==> src/rtl/fetch_decode_buffer.sv <==
// Two-entry skid buffer between fetch and decode. Each entry holds {instr, pc+4};
// the head entry is decoded into MIPS-style fields, and NOP_INSTR is presented when empty.
module fetch_decode_buffer #(
  parameter logic [31:0] NOP_INSTR = 32'h00000000,
  parameter int          PC_WIDTH  = 32
) (
  input  logic                clk,
  input  logic                rst,
  input  logic                in_valid,
  input  logic [31:0]         instr_in,
  input  logic [PC_WIDTH-1:0] pc_in,
  output logic                in_ready,
  input  logic                flush,
  output logic                out_valid,
  input  logic                out_ready,
  output logic [31:0]         instr_out,
  output logic [PC_WIDTH-1:0] pc_plus4_out,
  output logic [5:0]          opcode_out,
  output logic [4:0]          rs_out,
  output logic [4:0]          rt_out,
  output logic [4:0]          rd_out,
  output logic [15:0]         imm16_out,
  output logic [1:0]          count
);

  logic [31:0]         r_instr [2];
  logic [PC_WIDTH-1:0] r_pc4   [2];
  logic                r_wr_ptr;
  logic                r_rd_ptr;
  logic [1:0]          r_count;

  logic                w_push;
  logic                w_pop;
  logic [1:0]          w_count_nxt;

  // Handshakes depend only on registered occupancy, so out_ready never reaches in_ready.
  assign in_ready  = (r_count < 2'd2);
  assign out_valid = (r_count != 2'd0);
  assign count     = r_count;

  assign w_push = in_valid && in_ready && !flush;
  assign w_pop  = out_valid && out_ready && !flush;

  always_comb begin
    w_count_nxt = r_count;
    case ({w_push, w_pop})
      2'b10:   w_count_nxt = r_count + 2'd1;
      2'b01:   w_count_nxt = r_count - 2'd1;
      default: w_count_nxt = r_count;
    endcase
  end

  always_ff @(posedge clk or posedge rst) begin
    if (rst) begin
      r_count    <= 2'd0;
      r_wr_ptr   <= 1'b0;
      r_rd_ptr   <= 1'b0;
      r_instr[0] <= '0;
      r_instr[1] <= '0;
      r_pc4[0]   <= '0;
      r_pc4[1]   <= '0;
    end else if (flush) begin
      r_count  <= 2'd0;
      r_wr_ptr <= 1'b0;
      r_rd_ptr <= 1'b0;
    end else begin
      if (w_push) begin
        r_instr[r_wr_ptr] <= instr_in;
        r_pc4[r_wr_ptr]   <= pc_in + PC_WIDTH'(4);
        r_wr_ptr          <= ~r_wr_ptr;
      end
      if (w_pop) begin
        r_rd_ptr <= ~r_rd_ptr;
      end
      r_count <= w_count_nxt;
    end
  end

  assign instr_out    = out_valid ? r_instr[r_rd_ptr] : NOP_INSTR;
  assign pc_plus4_out = out_valid ? r_pc4[r_rd_ptr] : '0;
  assign opcode_out   = instr_out[31:26];
  assign rs_out       = instr_out[25:21];
  assign rt_out       = instr_out[20:16];
  assign rd_out       = instr_out[15:11];
  assign imm16_out    = instr_out[15:0];

endmodule

==> config.mk <==
export PLATFORM = sky130hd
export DESIGN_NAME = fetch_decode_buffer
export DESIGN_NICKNAME = d
export VERILOG_FILES = /design/src/rtl/fetch_decode_buffer.sv
export SDC_FILE = /design/constraint.sdc
export NUM_CORES = 1
export LEC_CHECK = 0
export CAP_MARGIN = 20
export CORE_MARGIN = 2
export CORE_UTILIZATION = 53
export DETAILED_ROUTE_END_ITERATION = 16
export PLACE_DENSITY = 0.86
export SYNTH_ARGS = -nofsm -noshare
export SYNTH_HDL_FRONTEND = slang
export SYNTH_SLANG_ARGS = --single-unit
==> constraint.sdc <==
create_clock -name clk -period 8.6 [get_ports clk]
set_clock_uncertainty 0.2 [all_clocks]
set_input_delay 2.58 -clock clk [delete_from_list [all_inputs] [get_ports clk]]
set_output_delay 2.58 -clock clk [all_outputs]
set_load 0.03 [all_outputs]
==> metrics.md, run 1 <==
| Metric | Value |
|---|---|
| GPL Wtd Cong | 0.899 |
| Worst-skew pair later-pin latency | 400 ps |
| CTS tree | yes |
| Initial antenna violation count | 0 |
| HPWL after DPL | 11200 um |
| Nets | 900 |
| Die Y-Extent | 117 um |
| Synth top area cells | dfrtp_1, mux2i_1, nand2_1 |
| Clock transition at the registers of the reported paths | 60 ps |
| CP Class | reg2out |
| # rows | 41 |
| Minimum clock period | 5300 ps |
| Starting Density | 0.539 |
| Measured slew at the worst slew-check pin | 945 ps |
| Final period util | 0.617 |
| Post-Layout Cell Count | 1015 |
| Setup TNS | 0 ps |
| Post-synth EDFFs | 0 |
| Max Root-Sink Buffers | 2 |
| Synth Net Count | 779 |
| Largest net degree at the start of global routing | 79 |
| Clk sinks | 132 |
| Synth top area share | 0.488 |
| Most instantiated cells after synthesis | nand2_1, dfrtp_1, nor2_1, mux2i_1, buf_4 |
| Crit path required time | 5820 ps |
| CP bufs+invs | 2 |
| Final instance area | 0.00890 mm2 |
| Synth Instances | 709 |
| DR iter-0 viols | 377 |
| Die area | 0.0137 mm2 |
| Global Route Usage Sum | 0.249 |
| IO buf count | 173 |
| Run status | completed |
| Vias in the first global route | 5310 |
| Routed vias | 5417 |
| Antenna cells | 0 |
| Syn Area/Cell | 9.56 um2 |
| Most frequent cell after synthesis | nand2_1 |
| Cell Area, Placed | 0.00828 mm2 |
| Ys async rst share | 1.00 |
| Final Core Density | 0.708 |
| YS warnings | 0 |
| Final Routed Wirelength | 16700 um |
| Critical path cell sequence | buf_16 -> mux2i_1 -> nor2_1 -> clkdlybuf4s50_1 |
| Worst hold path type | reg2reg |
| Post-CTS Resized | 0 |
| Critical Path Fanout Max | 49 |
| Register area share after synthesis | 0.488 |
| CP endpoint kind | output port |
| Layout cell share with drive strength beyond 1 | 0.104 |
| Crit-path slowest cell | clkdlybuf4s50_1 |
| Final Hold Vio Count | 0 |
| Peak supply drop | 0.000127 V |
| H-tree Lvls | 4 |
| Hold-fix buffers, CTS | 0 |
| Gr ovfl total | 0 |
| Final setup vio count | 0 |
| Cell taking the most area after synthesis | dfrtp_1 |
| Max-slew headroom | 0.370 |
| Mapped Area | 0.00678 mm2 |
| IO Pins | 174 |
| Fmax | 0.189 GHz |
| Synth cell types | 36 |
| Arrival time worst endpoint | 2520 ps |
| Crit path launch type | register |
| RSZ-0062 raised after global routing | no |
| CTS root buf | clkbuf_16 |
| Die width | 117 um |
| Drc violations | 0 |
| Vias per Instance | 5.34 |
| Cts bufs inserted | 17 |
| Wirelength per Cell | 16.5 um |
| Slowest stage delay, CP | 730 ps |
| Pleak | 3.70 nW |
| Syn-to-layout area delta | 31.3% |
| DRT Pass-1 Iters | 5 |
| Final ANT Viol Nets | 0 |
| Largest delay share family, worst path | buffers and inverters |
| Max Transition Viols Final | 0 |
| Post-CTS Setup Repair Bufs | 0 |
| Max_cap viols | 0 |
| Core ar. | 0.0126 mm2 |
| Number of synthesized register bits | 132 |
| Dominant synthesized flop cell | dfrtp_1 |
| First-pass GRT wire length | 26200 um |
| Pwr Density | 241 mW/mm2 |
| Placed cells | 982 |
-- cell families (layout without fill, tap and decap cells) --
logic type / count (synthesis) / in the layout / share of synthesized area
XOR/XNOR: 31 / 31 / 0.0401
adder cells (fa/ha/maj): 1 / 1 / 0.00185
flip-flops: 132 / 132 / 0.488
AND/OR/NAND/NOR: 299 / 299 / 0.191
AO/OA/AOI/OAI: 60 / 60 / 0.0443
buffers and inverters: 85 / 219 / 0.0796
multiplexers: 101 / 101 / 0.156
-- cells in the final DEF (no fill, tap or decap), drive strengths merged --
cell type / netlist / routed
inv: 7 / 12
ha: 1 / 1
clkdlybuf4s50: 0 / 173
xnor2: 7 / 7
nor3b: 1 / 1
xor2: 24 / 24
and4: 1 / 1
o21ai: 30 / 30
mux2: 35 / 35
nand3: 14 / 14
a21oi: 30 / 30
nor4: 2 / 2
clkinvlp: 0 / 3
clkinv: 0 / 4
nand4: 17 / 17
nor2: 103 / 103
nand2: 146 / 146
and2: 3 / 3
buf: 66 / 7
mux2i: 66 / 66
and3: 4 / 4
bufinv: 0 / 2
or3: 1 / 1
dfrtp: 132 / 132
nor3: 7 / 7
clkbuf: 12 / 18
-- through the flow --
step	hold slack, ps	total power, mW	worst slack [ps]
6_report	275	2.15	3300
5_1_grt	294	2.25	3220
4_1_cts	277	2.16	2940
3_5_place_dp	262	1.44	3430
3_3_place_gp	256	1.40	3470
2_1_floorplan	245	1.25	2290
-- metal layers --
| metal | GRT usage | share of wire |
|---|---|---|
| met5 | 0 | 0 |
| met4 | 0.0910 | 0.018 |
| met3 | 0.0453 | 0.062 |
| met2 | 0.422 | 0.50 |
| met1 | 0.323 | 0.42 |
-- worst min-delay path, cell delays in order (launching register included) --
cell	delay, ps
dfrtp_1	340
nand2_1	50
nand2_1	60
-- final cells by class --
cell class,instances,area [um2]
inverters,7,28.8
fillers,898,3670
clock buffers,18,439
repair buffers,180,1800
well taps,172,215
clock inverters,14,150
multi-input cells,492,2950
flip-flops and latches,132,3310
-- registers in the layout, indices dropped and copies added (netlist names) --
register	flops
count	2
r_instr	64
r_pc4	64
r_rd_ptr	1
r_wr_ptr	1
-- worst paths after layout --
check,startpoint,to,slack [ps],cells past startpoint
setup / recovery,r_rd_ptr,rs_out[3],3300,4
hold / removal,r_instr[41],r_instr[41],280,2
setup reg to reg,count[1],r_pc4[39],6080,6
hold reg to reg,r_instr[41],r_instr[41],280,2
max in group asynchronous,rst,r_pc4[35],4340,3
min in group asynchronous,rst,r_pc4[2],2440,2
-- power breakdown --
group / switching [mW] / internal (mW)
Combinational: 0.304 / 0.250
Sequential: 0.0976 / 0.785
Clock: 0.273 / 0.438
(Power assumes the default switching activity.)
==> run 2, diff against run 1 <==
--- a/config.mk
+++ b/config.mk
@@ -7,9 +7,9 @@
 export LEC_CHECK = 0
 export CAP_MARGIN = 20
 export CORE_MARGIN = 2
-export CORE_UTILIZATION = 53
+export CORE_UTILIZATION = 45
 export DETAILED_ROUTE_END_ITERATION = 16
-export PLACE_DENSITY = 0.86
+export PLACE_DENSITY = 0.77
 export SYNTH_ARGS = -nofsm -noshare
 export SYNTH_HDL_FRONTEND = slang
 export SYNTH_SLANG_ARGS = --single-unit
==> constraint.sdc (replaced) <==
create_clock -name clk -period 4.3 [get_ports clk]
set_clock_uncertainty 0.2 [all_clocks]
set_input_delay 1.29 -clock clk [delete_from_list [all_inputs] [get_ports clk]]
set_output_delay 1.29 -clock clk [all_outputs]
set_load 0.03 [all_outputs]
==> metrics.md, run 2 (synthesis gave the netlist of run 1 again) <==
| Metric | Value |
|---|---|
| Max Transition Viols Final | 0 (unchanged) |
| Clk sinks | 132 (unchanged) |
| IO buf count | 173 (unchanged) |
| Critical Path Fanout Max | 25 (-49%) |
| Final Hold Vio Count | 0 (unchanged) |
| Starting Density | 0.463 (-0.0764) |
| Arrival time worst endpoint | 2470 ps (-50 ps) |
| Hold endpoint | r_instr[40] |
| Die area | 0.0161 mm2 (+17%) |
| Gr ovfl total | 0 (unchanged) |
| Measured slew at the worst slew-check pin | 707 ps (-238 ps) |
| Final setup vio count | 0 (unchanged) |
| Hold slack | 278 ps (+2.53 ps) |
| CP Class | reg2out |
| GPL Wtd Cong | 0.869 (-3.3%) |
| FILL cells | 1249 (+39%) |
| Post-CTS Setup Repair Bufs | 0 (unchanged) |
| Worst r2r path cells | 6 (unchanged) |
| CP bufs+invs | 2 (unchanged) |
| Max_cap viols | 0 (unchanged) |
| Pwr Density | 481 mW/mm2 (+99%) |
| Final ANT Viol Nets | 0 (unchanged) |
| Largest net degree at the start of global routing | 133 (+68%) |
| IO Pins | 174 (unchanged) |
| Worst reg2reg setup slack | 1980 ps (-4100 ps) |
| Worst hold start | r_instr[40] |
| Crit-path slowest cell | dfrtp_4 |
| Worst r2r dst | r_pc4[39] |
| Crit path from | r_rd_ptr |
| Pleak | 3.74 nW (+0.95%) |
| Global Route Usage Sum | 0.201 (-0.0481) |
| Max Root-Sink Buffers | 2 (unchanged) |
| Cell Area, Placed | 0.00838 mm2 (+1.2%) |
| Drc violations | 0 (unchanged) |
| Final Routed Wirelength | 15500 um (-7.0%) |
| Worst r2r src | count[1] |
| Most frequent cells in the layout | clkdlybuf4s50_1, nand2_1, dfrtp_1, nor2_1, mux2i_1 |
| Cts bufs inserted | 17 (unchanged) |
| CP endpoint kind | output port |
| Fmax | 0.252 GHz |
| Crit path required time | 2810 ps (-3010 ps) |
| Top Usage Layer GRT | met2 |
| Nets | 905 (+0.56%) |
| Total power | 4.32 mW (+100%) |
| Worst hold path type | reg2reg |
| Vias in the first global route | 5255 (-1.0%) |
| Syn-to-layout area delta | 32.6% |
| Core ar. | 0.0146 mm2 (+17%) |
| Setup TNS | 0 ps (unchanged) |
| First-pass GRT wire length | 25900 um (-1.2%) |
| Largest delay share family, worst path | buffers and inverters |
| Worst-skew pair later-pin latency | 420 ps (+20 ps) |
| DRT Pass-1 Iters | 4 (-1) |
| Met2 usage | 0.318 (-0.103) |
| Die Y-Extent | 127 um (+8.2%) |
| Most common cell after layout, fill and taps aside | clkdlybuf4s50_1 |
| Met3 Usage GRT | 0.0481 (+0.00277) |
| DR iter-0 viols | 339 (-10%) |
| Hold Crit Depth | 2 (unchanged) |
| Slowest stage delay, CP | 750 ps (+20 ps) |
| RSZ-0062 raised after global routing | no |
| Final instance area | 0.00898 mm2 (+0.94%) |
| Initial antenna violation count | 0 (unchanged) |
| Final period util | 0.921 |
| Routed vias | 5291 (-2.3%) |
| Max-slew headroom | 0.529 (+0.159) |
| Layout cell share with drive strength beyond 1 | 0.107 (+0.00292) |
| Peak supply drop | 0.000222 V (+75%) |
| HPWL after DPL | 10600 um (-6.0%) |
| Clock transition at the registers of the reported paths | 60 ps (about the same) |
| Critical path cell sequence | buf_4 -> mux2i_1 -> nor2_1 -> clkdlybuf4s50_1 |
| Crit path launch type | register |
| CTS tree | yes |
| Wirelength per Cell | 15.1 um (-8.5%) |
| H-tree Lvls | 4 (unchanged) |
| Run status | completed |
| Hold-fix buffers, CTS | 0 (unchanged) |
| Grt met1 use | 0.272 (-0.0505) |
| Antenna cells | 0 (unchanged) |
| CTS root buf | clkbuf_16 |
| Minimum clock period | 3960 ps |
| Vias per Instance | 5.13 (-3.9%) |
| Post-CTS Resized | 0 (unchanged) |
| Die width | 127 um (+8.2%) |
| # rows | 44 (+7.3%) |
==> run 2: cell types whose count changed in the layout (fill, tap and decap cells not counted) <==
cell,change
inv_6,-4
buf_16,-1
buf_12,+3
clkinv_4,+2
buf_4,+3
clkbuf_1,+2
bufinv_16,+1
inv_4,-1
==> run 2: power by group <==
group	internal, mW	switching, mW
clock	0.927	0.547
combinational	0.506	0.585
sequential	1.57	0.182
==> run 2: routing by layer <==
metal	vias to the layer above	wire, um
li1	2572	-
met1	2524	6890
met2	171	7480
met4	0	288
met3	24	878
met5	-	0
==> run 2: worst max-delay path by stage <==
stage | to | slack [ps] | cells after the start
2_1_floorplan | instr_out[11] | 980 | 5
3_3_place_gp | r_pc4[38] | 710 | 5
3_5_place_dp | r_pc4[54] | 690 | 5
4_1_cts | rd_out[2] | 330 | 4
5_1_grt | instr_out[15] | 250 | 4
6_report | pc_plus4_out[23] | 340 | 4
==> run 2: worst reg2reg max path: cells and delay by family, from the launching register on <==
family                 cells  cell delay [ps]
AOI/OAI and AO/OA          1               90
and+or+nand+nor            3             1020
DFF                        1              450
buffers and inverters      2              440
==> run 2: area by class of cell <==
type                            count  area, um2  area share
Clock buffer                       20        447      0.0497
Multi-Input combinational cell    492       2950       0.329
Tap cell                          184        230      0.0256
Sequential cell                   132       3310       0.368
Clock inverter                     12        155      0.0173
Timing Repair Buffer              185       1860       0.207
Inverter                            7       30.0     0.00334
==> run 2: metrics by stage <==
step | utilization | instances | worst slack (ps)
6_report | 0.613 | 1032 | 339
5_1_grt | 0.613 | 1032 | 252
4_1_cts | 0.613 | 1032 | 332
3_5_place_dp | 0.572 | 1000 | 689
3_3_place_gp | 0.572 | 1000 | 711
2_1_floorplan | - | 709 | 984
==> run 3, diff against run 2 <==
--- a/config.mk
+++ b/config.mk
@@ -6,6 +6,7 @@
 export NUM_CORES = 1
 export LEC_CHECK = 0
 export CAP_MARGIN = 20
+export CORE_ASPECT_RATIO = 1.4
 export CORE_MARGIN = 2
 export CORE_UTILIZATION = 45
 export DETAILED_ROUTE_END_ITERATION = 16
==> constraint.sdc (replaced) <==
create_clock -name clk -period 3.2 [get_ports clk]
set_clock_uncertainty 0.2 [all_clocks]
set_input_delay 0.96 -clock clk [delete_from_list [all_inputs] [get_ports clk]]
set_output_delay 0.96 -clock clk [all_outputs]
set_load 0.03 [all_outputs]
==> metrics.md, run 3 (synthesis gave the netlist of run 1 again) <==
| Metric | Value |
|---|---|
| Pint | 4.20 mW (+40%) |
| Cts bufs inserted | 17 (unchanged) |
| Gr ovfl total | 0 (unchanged) |
| Final Routed Wirelength | 15800 um (+1.6%) |
| Minimum clock period | 3090 ps |
| Total power | 5.95 mW (+38%) |
| Switching share of power | 0.294 (-0.0103) |
| Switch Pwr | 1.75 mW (+33%) |
| CP bufs+invs | 2 (unchanged) |
| Final period util | 0.964 |
| Run status | completed |
| Wirelength per Cell | 15.1 um (+0.45%) |
| Measured slew at the worst slew-check pin | 428 ps (-279 ps) |
| DRT Pass-1 Iters | 4 (unchanged) |
| Slowest stage delay, CP | 560 ps (-190 ps) |
| Final Core Density | 0.613 (about the same) |
| RSZ-0062 raised after global routing | no |
| Die area | 0.0161 mm2 (about the same) |
| Clock transition at the registers of the reported paths | 60 ps (about the same) |
| Nets | 910 (+0.55%) |
| IO buf count | 173 (unchanged) |
| Crit path required time | 2040 ps (-770 ps) |
| Worst r2r path cells | 7 (+1) |
| CTS tree | yes |
| Pwr Density | 654 mW/mm2 (+36%) |
| Most common cell after layout, fill and taps aside | nand2_1 |
| Worst-skew pair later-pin latency | 410 ps (about the same) |
| Peak supply drop | 0.000380 V (+71%) |
| Crit-path slowest cell | dfrtp_4 |
| WP depth | 4 (unchanged) |
| Global Route Usage Sum | 0.203 (+0.00204) |
| Hold-fix buffers, CTS | 0 (unchanged) |
| # rows | 53 (+20%) |
| Critical path cell sequence | buf_12 -> mux2i_1 -> nor2_1 -> dlygate4sd2_1 |
| CP endpoint kind | output port |
| Comb pwr share | 0.242 (-0.011) |
| Final ANT Viol Nets | 0 (unchanged) |
| HPWL after DPL | 10500 um (-0.98%) |
| Core ar. | 0.0149 mm2 (+1.4%) |
| Arrival time worst endpoint | 1930 ps (-540 ps) |
| Routed vias | 5302 (+0.21%) |
| H-tree Lvls | 4 (unchanged) |
| Final setup vio count | 0 (unchanged) |
| GPL Wtd Cong | 0.868 (-0.13%) |
| Initial antenna violation count | 0 (unchanged) |
| DR iter-0 viols | 232 (-32%) |
| Max Root-Sink Buffers | 2 (unchanged) |
| Clk sinks | 132 (unchanged) |
| Largest delay share family, worst path | buffers and inverters |
| Max Transition Viols Final | 0 (unchanged) |
| Footprint of the multi-input gates | 0.00296 mm2 (+0.13%) |
| Drc violations | 0 (unchanged) |
| Vias in the first global route | 5167 (-1.7%) |
| Crit path launch type | register |
| Starting Density | 0.456 (-0.00655) |
| Worst hold path type | reg2reg |
| IO Pins | 174 (unchanged) |
| CP Class | reg2out |
| CTS root buf | clkbuf_16 |
| Setup TNS | 0 ps (unchanged) |
| Reg power frac | 0.393 (-0.013) |
| Critical Path Fanout Max | 23 (-8.0%) |
| First-pass GRT wire length | 25600 um (-1.1%) |
| Die width | 108 um (-15%) |
| FILL cells | 1295 (+3.7%) |
| Pleak | 4.31 nW (+15%) |
| Seq. cell area | 0.00331 mm2 (unchanged) |
| Final Hold Vio Count | 0 (unchanged) |
| Most frequent cells in the layout | nand2_1, dfrtp_1, nor2_1, dlygate4sd2_1, clkdlybuf4s50_1 |
| Clk network pwr share | 0.366 (+0.025) |
| Vias per Instance | 5.08 (-0.94%) |
| Max_cap viols | 0 (unchanged) |
| Final worst setup slack | 115 ps (-224 ps) |
| Hold Crit Depth | 2 (unchanged) |
| Largest net degree at the start of global routing | 94 (-29%) |
| Die Y-Extent | 149 um (+18%) |
| Layout cell share with drive strength beyond 1 | 0.133 (+0.0253) |
| Antenna cells | 0 (unchanged) |
| Placement Setup Slack | 145 ps (-544 ps) |
| Syn-to-layout area delta | 34.4% |
| Max-slew headroom | 0.715 (+0.186) |
| Fmax | 0.324 GHz |
run 3: cell type report:
cell class / count / area share
timing repair buffer: 190 / 0.210
clock buffer: 18 / 0.0471
multi-input combinational: 492 / 0.325
clock inverter: 13 / 0.0254
inverter: 7 / 0.00330
tap: 192 / 0.0264
sequential: 132 / 0.363
run 3: what timing repair did:
action	in CTS	in global routing
setup endpoints to repair	84	7
resized for setup	78	7
buffers inserted	0	0
gates cloned	1	0
hold endpoints to repair	0	0
run 3: stage by stage:
| step | hold slack [ps] | cells | area (um2) |
|---|---|---|---|
| 3_3_place_gp | 257 | 1012 | 8490 |
| 2_1_floorplan | 245 | 709 | 6780 |
| 3_5_place_dp | 262 | 1012 | 8490 |
| 5_1_grt | 289 | 1044 | 9110 |
| 6_report | 272 | 1044 | 9110 |
| 4_1_cts | 277 | 1044 | 9090 |
run 3: power by group through the flow:
stage / combinational [mW] / sequential, mW / clock (mW)
6_report: 1.44 / 2.34 / 2.18
3_3_place_gp: 1.48 / 2.34 / 0
4_1_cts: 1.46 / 2.34 / 2.22
2_1_floorplan: 1.05 / 2.30 / 0
5_1_grt: 1.58 / 2.40 / 2.29
3_5_place_dp: 1.51 / 2.37 / 0
run 3: routing by layer:
layer	track usage	up-vias	wire length, um	share of wire
li1	-	2580	-	-
met2	0.344	176	8000	0.51
met5	0	-	0	0
met3	0.0450	18	826	0.052
met4	0.0551	0	196	0.012
met1	0.261	2528	6770	0.43
run 3: path summary, 6_finish.rpt:
path | from | slack (ps) | endpoint
max | r_rd_ptr | 110 | instr_out[28]
min | r_instr[36] | 270 | r_instr[36]
max reg2reg | count[1] | 1210 | r_pc4[23]
min reg2reg | r_instr[36] | 270 | r_instr[36]
max in group asynchronous | rst | 1600 | r_rd_ptr
min in group asynchronous | rst | 830 | r_pc4[59]
run 3: tightest hold or removal path: cells and delay by family (launching register included):
family           cells  cell delay (ps)
and+or+nand+nor      2              110
DFF                  1              340
